==> src/rtl/lbus_regfile.sv <==
// lbus_regfile: SPI-to-register local bus, enables synchronised into clk, R/W + RO banks
// One access per enable rising edge; saturating illegal-access counter.
module lbus_regfile #(
  parameter int DATA_W   = 8,
  parameter int ADDR_W   = 24,
  parameter int NUM_REGS = 16,
  parameter int RO_BASE  = 12
) (
  input  logic                                 clk,
  input  logic                                 rst_n,
  input  logic                                 rd_en_sclk,
  input  logic                                 wr_en_sclk,
  input  logic [ADDR_W-1:0]                    address_sclk,
  input  logic [DATA_W-1:0]                    wdata_sclk,
  input  logic [(NUM_REGS-RO_BASE)*DATA_W-1:0] status_i,
  input  logic                                 err_clr,
  output logic [RO_BASE*DATA_W-1:0]            regs_o,
  output logic [RO_BASE-1:0]                   wr_pulse,
  output logic [DATA_W-1:0]                    rdata,
  output logic                                 rdata_valid,
  output logic [7:0]                           err_cnt
);
  localparam logic [ADDR_W:0] RW_LIM  = RO_BASE;
  localparam logic [ADDR_W:0] REG_LIM = NUM_REGS;
  logic [2:0] rd_ff, wr_ff;
  logic rd_evt, wr_evt, in_rw, in_range;
  logic [RO_BASE-1:0] wr_hit;
  logic [DATA_W-1:0] rd_val;
  logic [1:0] inc;
  logic [8:0] sum;
  always_ff @(posedge clk or negedge rst_n)
    if (!rst_n) begin
      rd_ff <= '0;
      wr_ff <= '0;
    end else begin
      rd_ff <= {rd_ff[1:0], rd_en_sclk};
      wr_ff <= {wr_ff[1:0], wr_en_sclk};
    end
  assign rd_evt   = rd_ff[1] & ~rd_ff[2];
  assign wr_evt   = wr_ff[1] & ~wr_ff[2];
  assign in_rw    = {1'b0, address_sclk} < RW_LIM;
  assign in_range = {1'b0, address_sclk} < REG_LIM;
  always_comb begin
    wr_hit = '0;
    for (int i = 0; i < RO_BASE; i++) wr_hit[i] = address_sclk == ADDR_W'(i);
  end
  // Full-width index compare, so out-of-range addresses never alias onto a register
  always_comb begin
    rd_val = '0;
    for (int i = 0; i < RO_BASE; i++)
      if (address_sclk == ADDR_W'(i)) rd_val = regs_o[i*DATA_W +: DATA_W];
    for (int k = 0; k < NUM_REGS - RO_BASE; k++)
      if (address_sclk == ADDR_W'(RO_BASE + k)) rd_val = status_i[k*DATA_W +: DATA_W];
  end
  assign inc = 2'(wr_evt & ~in_rw) + 2'(rd_evt & ~in_range);
  assign sum = {1'b0, err_cnt} + {7'b0, inc};
  always_ff @(posedge clk or negedge rst_n)
    if (!rst_n) begin
      regs_o   <= '0;
      wr_pulse <= '0;
    end else begin
      wr_pulse <= wr_evt ? wr_hit : '0;
      for (int i = 0; i < RO_BASE; i++)
        if (wr_evt && wr_hit[i]) regs_o[i*DATA_W +: DATA_W] <= wdata_sclk;
    end
  // Read samples rd_val before the same-edge write lands, giving pre-write data
  always_ff @(posedge clk or negedge rst_n)
    if (!rst_n) begin
      rdata       <= '0;
      rdata_valid <= 1'b0;
    end else if (rd_evt) begin
      rdata       <= in_range ? rd_val : '0;
      rdata_valid <= 1'b1;
    end else if (!rd_ff[1]) begin
      rdata_valid <= 1'b0;
    end
  always_ff @(posedge clk or negedge rst_n)
    if (!rst_n) err_cnt <= '0;
    else err_cnt <= err_clr ? 8'd0 : sum[8] ? 8'hFF : sum[7:0];
endmodule

==> config.mk <==
export PLATFORM = sky130hd
export DESIGN_NAME = lbus_regfile
export DESIGN_NICKNAME = d
export VERILOG_FILES = /design/src/rtl/lbus_regfile.sv
export SDC_FILE = /design/constraint.sdc
export NUM_CORES = 1
export LEC_CHECK = 0
export CAP_MARGIN = 20
export CORE_MARGIN = 2
export CORE_UTILIZATION = 43
export DETAILED_ROUTE_END_ITERATION = 6
export PLACE_DENSITY = 0.77
export SLEW_MARGIN = 10
export SYNTH_ARGS = -nofsm -noshare
export SYNTH_HDL_FRONTEND = slang
export SYNTH_SLANG_ARGS = --single-unit
==> constraint.sdc <==
create_clock -name clk -period 2.76 [get_ports clk]
set_input_delay 0.69 -clock clk [delete_from_list [all_inputs] [get_ports clk]]
set_output_delay 0.69 -clock clk [all_outputs]
set_load 0.02 [all_outputs]
==> impl_metrics.tcl <==
set metrics [dict create \
    end_kind "register" \
    antenna_found_initial 0 \
    syn_area_per_cell_sq_um 12.0 \
    ys_types 58 \
    final_area_sq_mm 0.00961 \
    async_reset_ff_share_pct 100 \
    fin_nets 849 \
    die_area_sq_mm 0.0158 \
    yosysWarnings 0 \
    peakVddDrop_uv 373 \
    p_per_area_mw_per_mm2 465 \
    wl_per_cell_um 21.6 \
    min_period_ps 2840 \
    cap_violations 0 \
    root_buffer "clkbuf_16" \
    switching_share_pct 24.7 \
    path_delay_family "simple AND/OR/NAND/NOR gates" \
    pwr-share-clk_pct 48.1 \
    path_cells "buf_2 -> or4_4 -> nor2_4 -> a21oi_2 -> ha_1 -> ha_2 -> inv_2 -> fa_2 -> nor3b_4 -> nand3_2 -> nor3b_2 -> nor3_2" \
    core_area_sq_mm 0.0145 \
    combPwrFrac_pct 8.5 \
    tightest_slew_ps 617 \
    drt-vias-per-instance 5.70 \
    cp.arrival_ps 3130 \
    fin_ws_ps -82.6 \
    cp_slowest_cell "or4_4" \
    finalHoldViolCount 0 \
    cts_made_buffers 17 \
    max_freq_mhz 352 \
    yosysMostFrequentCell "dfrtp_1" \
    grt_first_pass_wirelength_um 33100 \
    tns_ps -567 \
    final_layout_size_suffix_gt1_share_pct 33.1 \
    vias 5550 \
    gp_congestion 0.879 \
    clk_pin_slew_worst_paths_ps 60 \
    slew_headroom_pct 58.8 \
    violations "setup timing" \
    ios 194 \
    critPathRequiredTime_ps 3050 \
    diodes 0 \
    path_max_fanout 3 \
    ctsLongestPathBuffers 2 \
    start_util_pct 43.9 \
    wl_um 21100 \
    grt_max_degree 84 \
    power.switching_mw 1.11 \
    p_seq_share_pct 43.4 \
    hp-class "input port to asynchronous set/reset pin" \
    seq_area_frac_synth_pct 51.5 \
    fin_hold_ws_ps 109 \
    synthTopCellsByArea "dfrtp_1 52%, mux2_2 18%, mux4_2 5.0%" \
    die_h_um 126 \
    grt_pass1_vias 5976 \
    cts.sinks 131 \
    area_delta_synth_final_pct 51.0 \
    synth_nets 603 \
    synthFlopType "dfrtp_1" \
    finalCritPeriodShare_pct 103 \
    ff2ff_setup_slack_ps 330 \
    worst_clock_skew_ps 7.33 \
    drc_errors 0 \
    htree_num_levels 4 \
    drt_pass1_iterations 5 \
    netlist_area_sq_mm 0.00636 \
    synth_cells 530 \
    fin_util_pct 66.3 \
    synthTopCellsByCount "131 x dfrtp_1, 99 x mux2_2, 33 x nand2_1" \
    cts_tree "built" \
    crit_type "input port to register" \
    hpwl_um 15200 \
    outcome "complete, but fails checks" \
    drtAntennaViolNets 0 \
    io_buffer_count 193 \
    grt.overflow.total 0 \
    path_buf_inv 2 \
    ys_seq_elements 131 \
    p_int_mw 3.36 \
    p_leak_nw 4.26 \
    yosysTopAreaCell "dfrtp_1" \
    slew_viol_final 0 \
    dpl_cell_area_sq_mm 0.00896 \
    clkLatencyLatePin_ps 420 \
    p_total_mw 4.47 \
    cp_slowest_stage_delay_ps 550 \
    yosys.area.top_type_share_pct 51.5 \
    die_w_um 126 \
    synth_edf_count 0 \
    first_iter_violations 419 \
    rows 44 \
    grt.total_usage_pct 27.3 \
    setup_viol 8 \
    start_kind "input port" \
    rsz0062_at_grt "yes" \
]
==> metrics by stage <==
step | setup WS [ps] | instances
2_1_floorplan | -344 | 530
3_3_place_gp | -760 | 932
3_5_place_dp | -893 | 932
4_1_cts | -69.7 | 969
5_1_grt | -195 | 973
6_report | -82.6 | 973
==> worst paths after layout <==
path | depth (start not counted) | end | startpoint
min in group clk | 0 | wr_ff[1] | wr_ff[0]
worst min-delay path | 1 | regs_o[55] | rst_n
worst max register to register | 10 | err_cnt[6] | wr_ff[1]
max in group asynchronous | 2 | rd_ff[1] | rst_n
worst min register to register | 0 | wr_ff[1] | wr_ff[0]
worst max-delay path | 12 | err_cnt[6] | address_sclk[8]
==> repair_timing <==
| action | 4_1_cts | 5_1_grt |
|---|---|---|
| setup endpoints to repair | 8 | 8 |
| setup buffers | 5 | 5 |
| hold endpoints to repair | 0 | 0 |
| hold buffers | 0 | 0 |
| cloned | 0 | 0 |
| pin swaps | 15 | 15 |
| resized for setup | 81 | 8 |
==> sequential cells by signal, summed over array words and instances (netlist names) <==
register / count
regs_o: 96
wr_pulse: 12
err_cnt: 8
rdata: 8
rd_ff: 3
wr_ff: 3
rdata_valid: 1
==> layout by cell type, fill, tap and decap left out, drive strengths merged, types with 10 or more instances in the layout <==
master	count
a21oi	26
buf	85
clkbuf	19
clkdlybuf4s50	170
dfrtp	131
inv	14
mux2	103
mux4	14
nand2	34
nand3	10
nor2	34
nor3	10
o21ai	28
==> power groups by stage <==
stage | logic [mW] | clock network, mW | registers, mW
after floorplan | 0.142 | 0 | 1.98
after global placement | 0.370 | 0 | 1.97
final | 0.380 | 2.15 | 1.94
after detailed placement | 0.378 | 0 | 1.97
after global routing | 0.412 | 2.27 | 1.94
after CTS | 0.374 | 2.18 | 1.94
==> cells by family after synthesis <==
group / Yosys count / synth area share (%)
muxes: 120 / 23.7
adders and majority gates: 4 / 0.905
and+or+nand+nor: 123 / 10.3
AOI/OAI and AO/OA: 104 / 10.3
buffers and inverters: 44 / 2.81
xor gates and xnor gates: 4 / 0.551
DFF: 131 / 51.5
==> per-layer routing <==
layer	GRT usage [%]	wire length, um
met1	35.9	8660
met2	43.1	9980
met3	9.13	1970
met4	8.89	459
met5	0	0
==> cell type report <==
type / instances / area (sq um)
Fill cell: 1107 / 4870
Sequential cell: 131 / 3280
Multi-Input combinational cell: 355 / 3050
Timing Repair Buffer: 260 / 2440
Clock buffer: 18 / 439
Tap cell: 184 / 230
Clock inverter: 14 / 129
Inverter: 11 / 41.3
(Power assumes the default switching activity.)
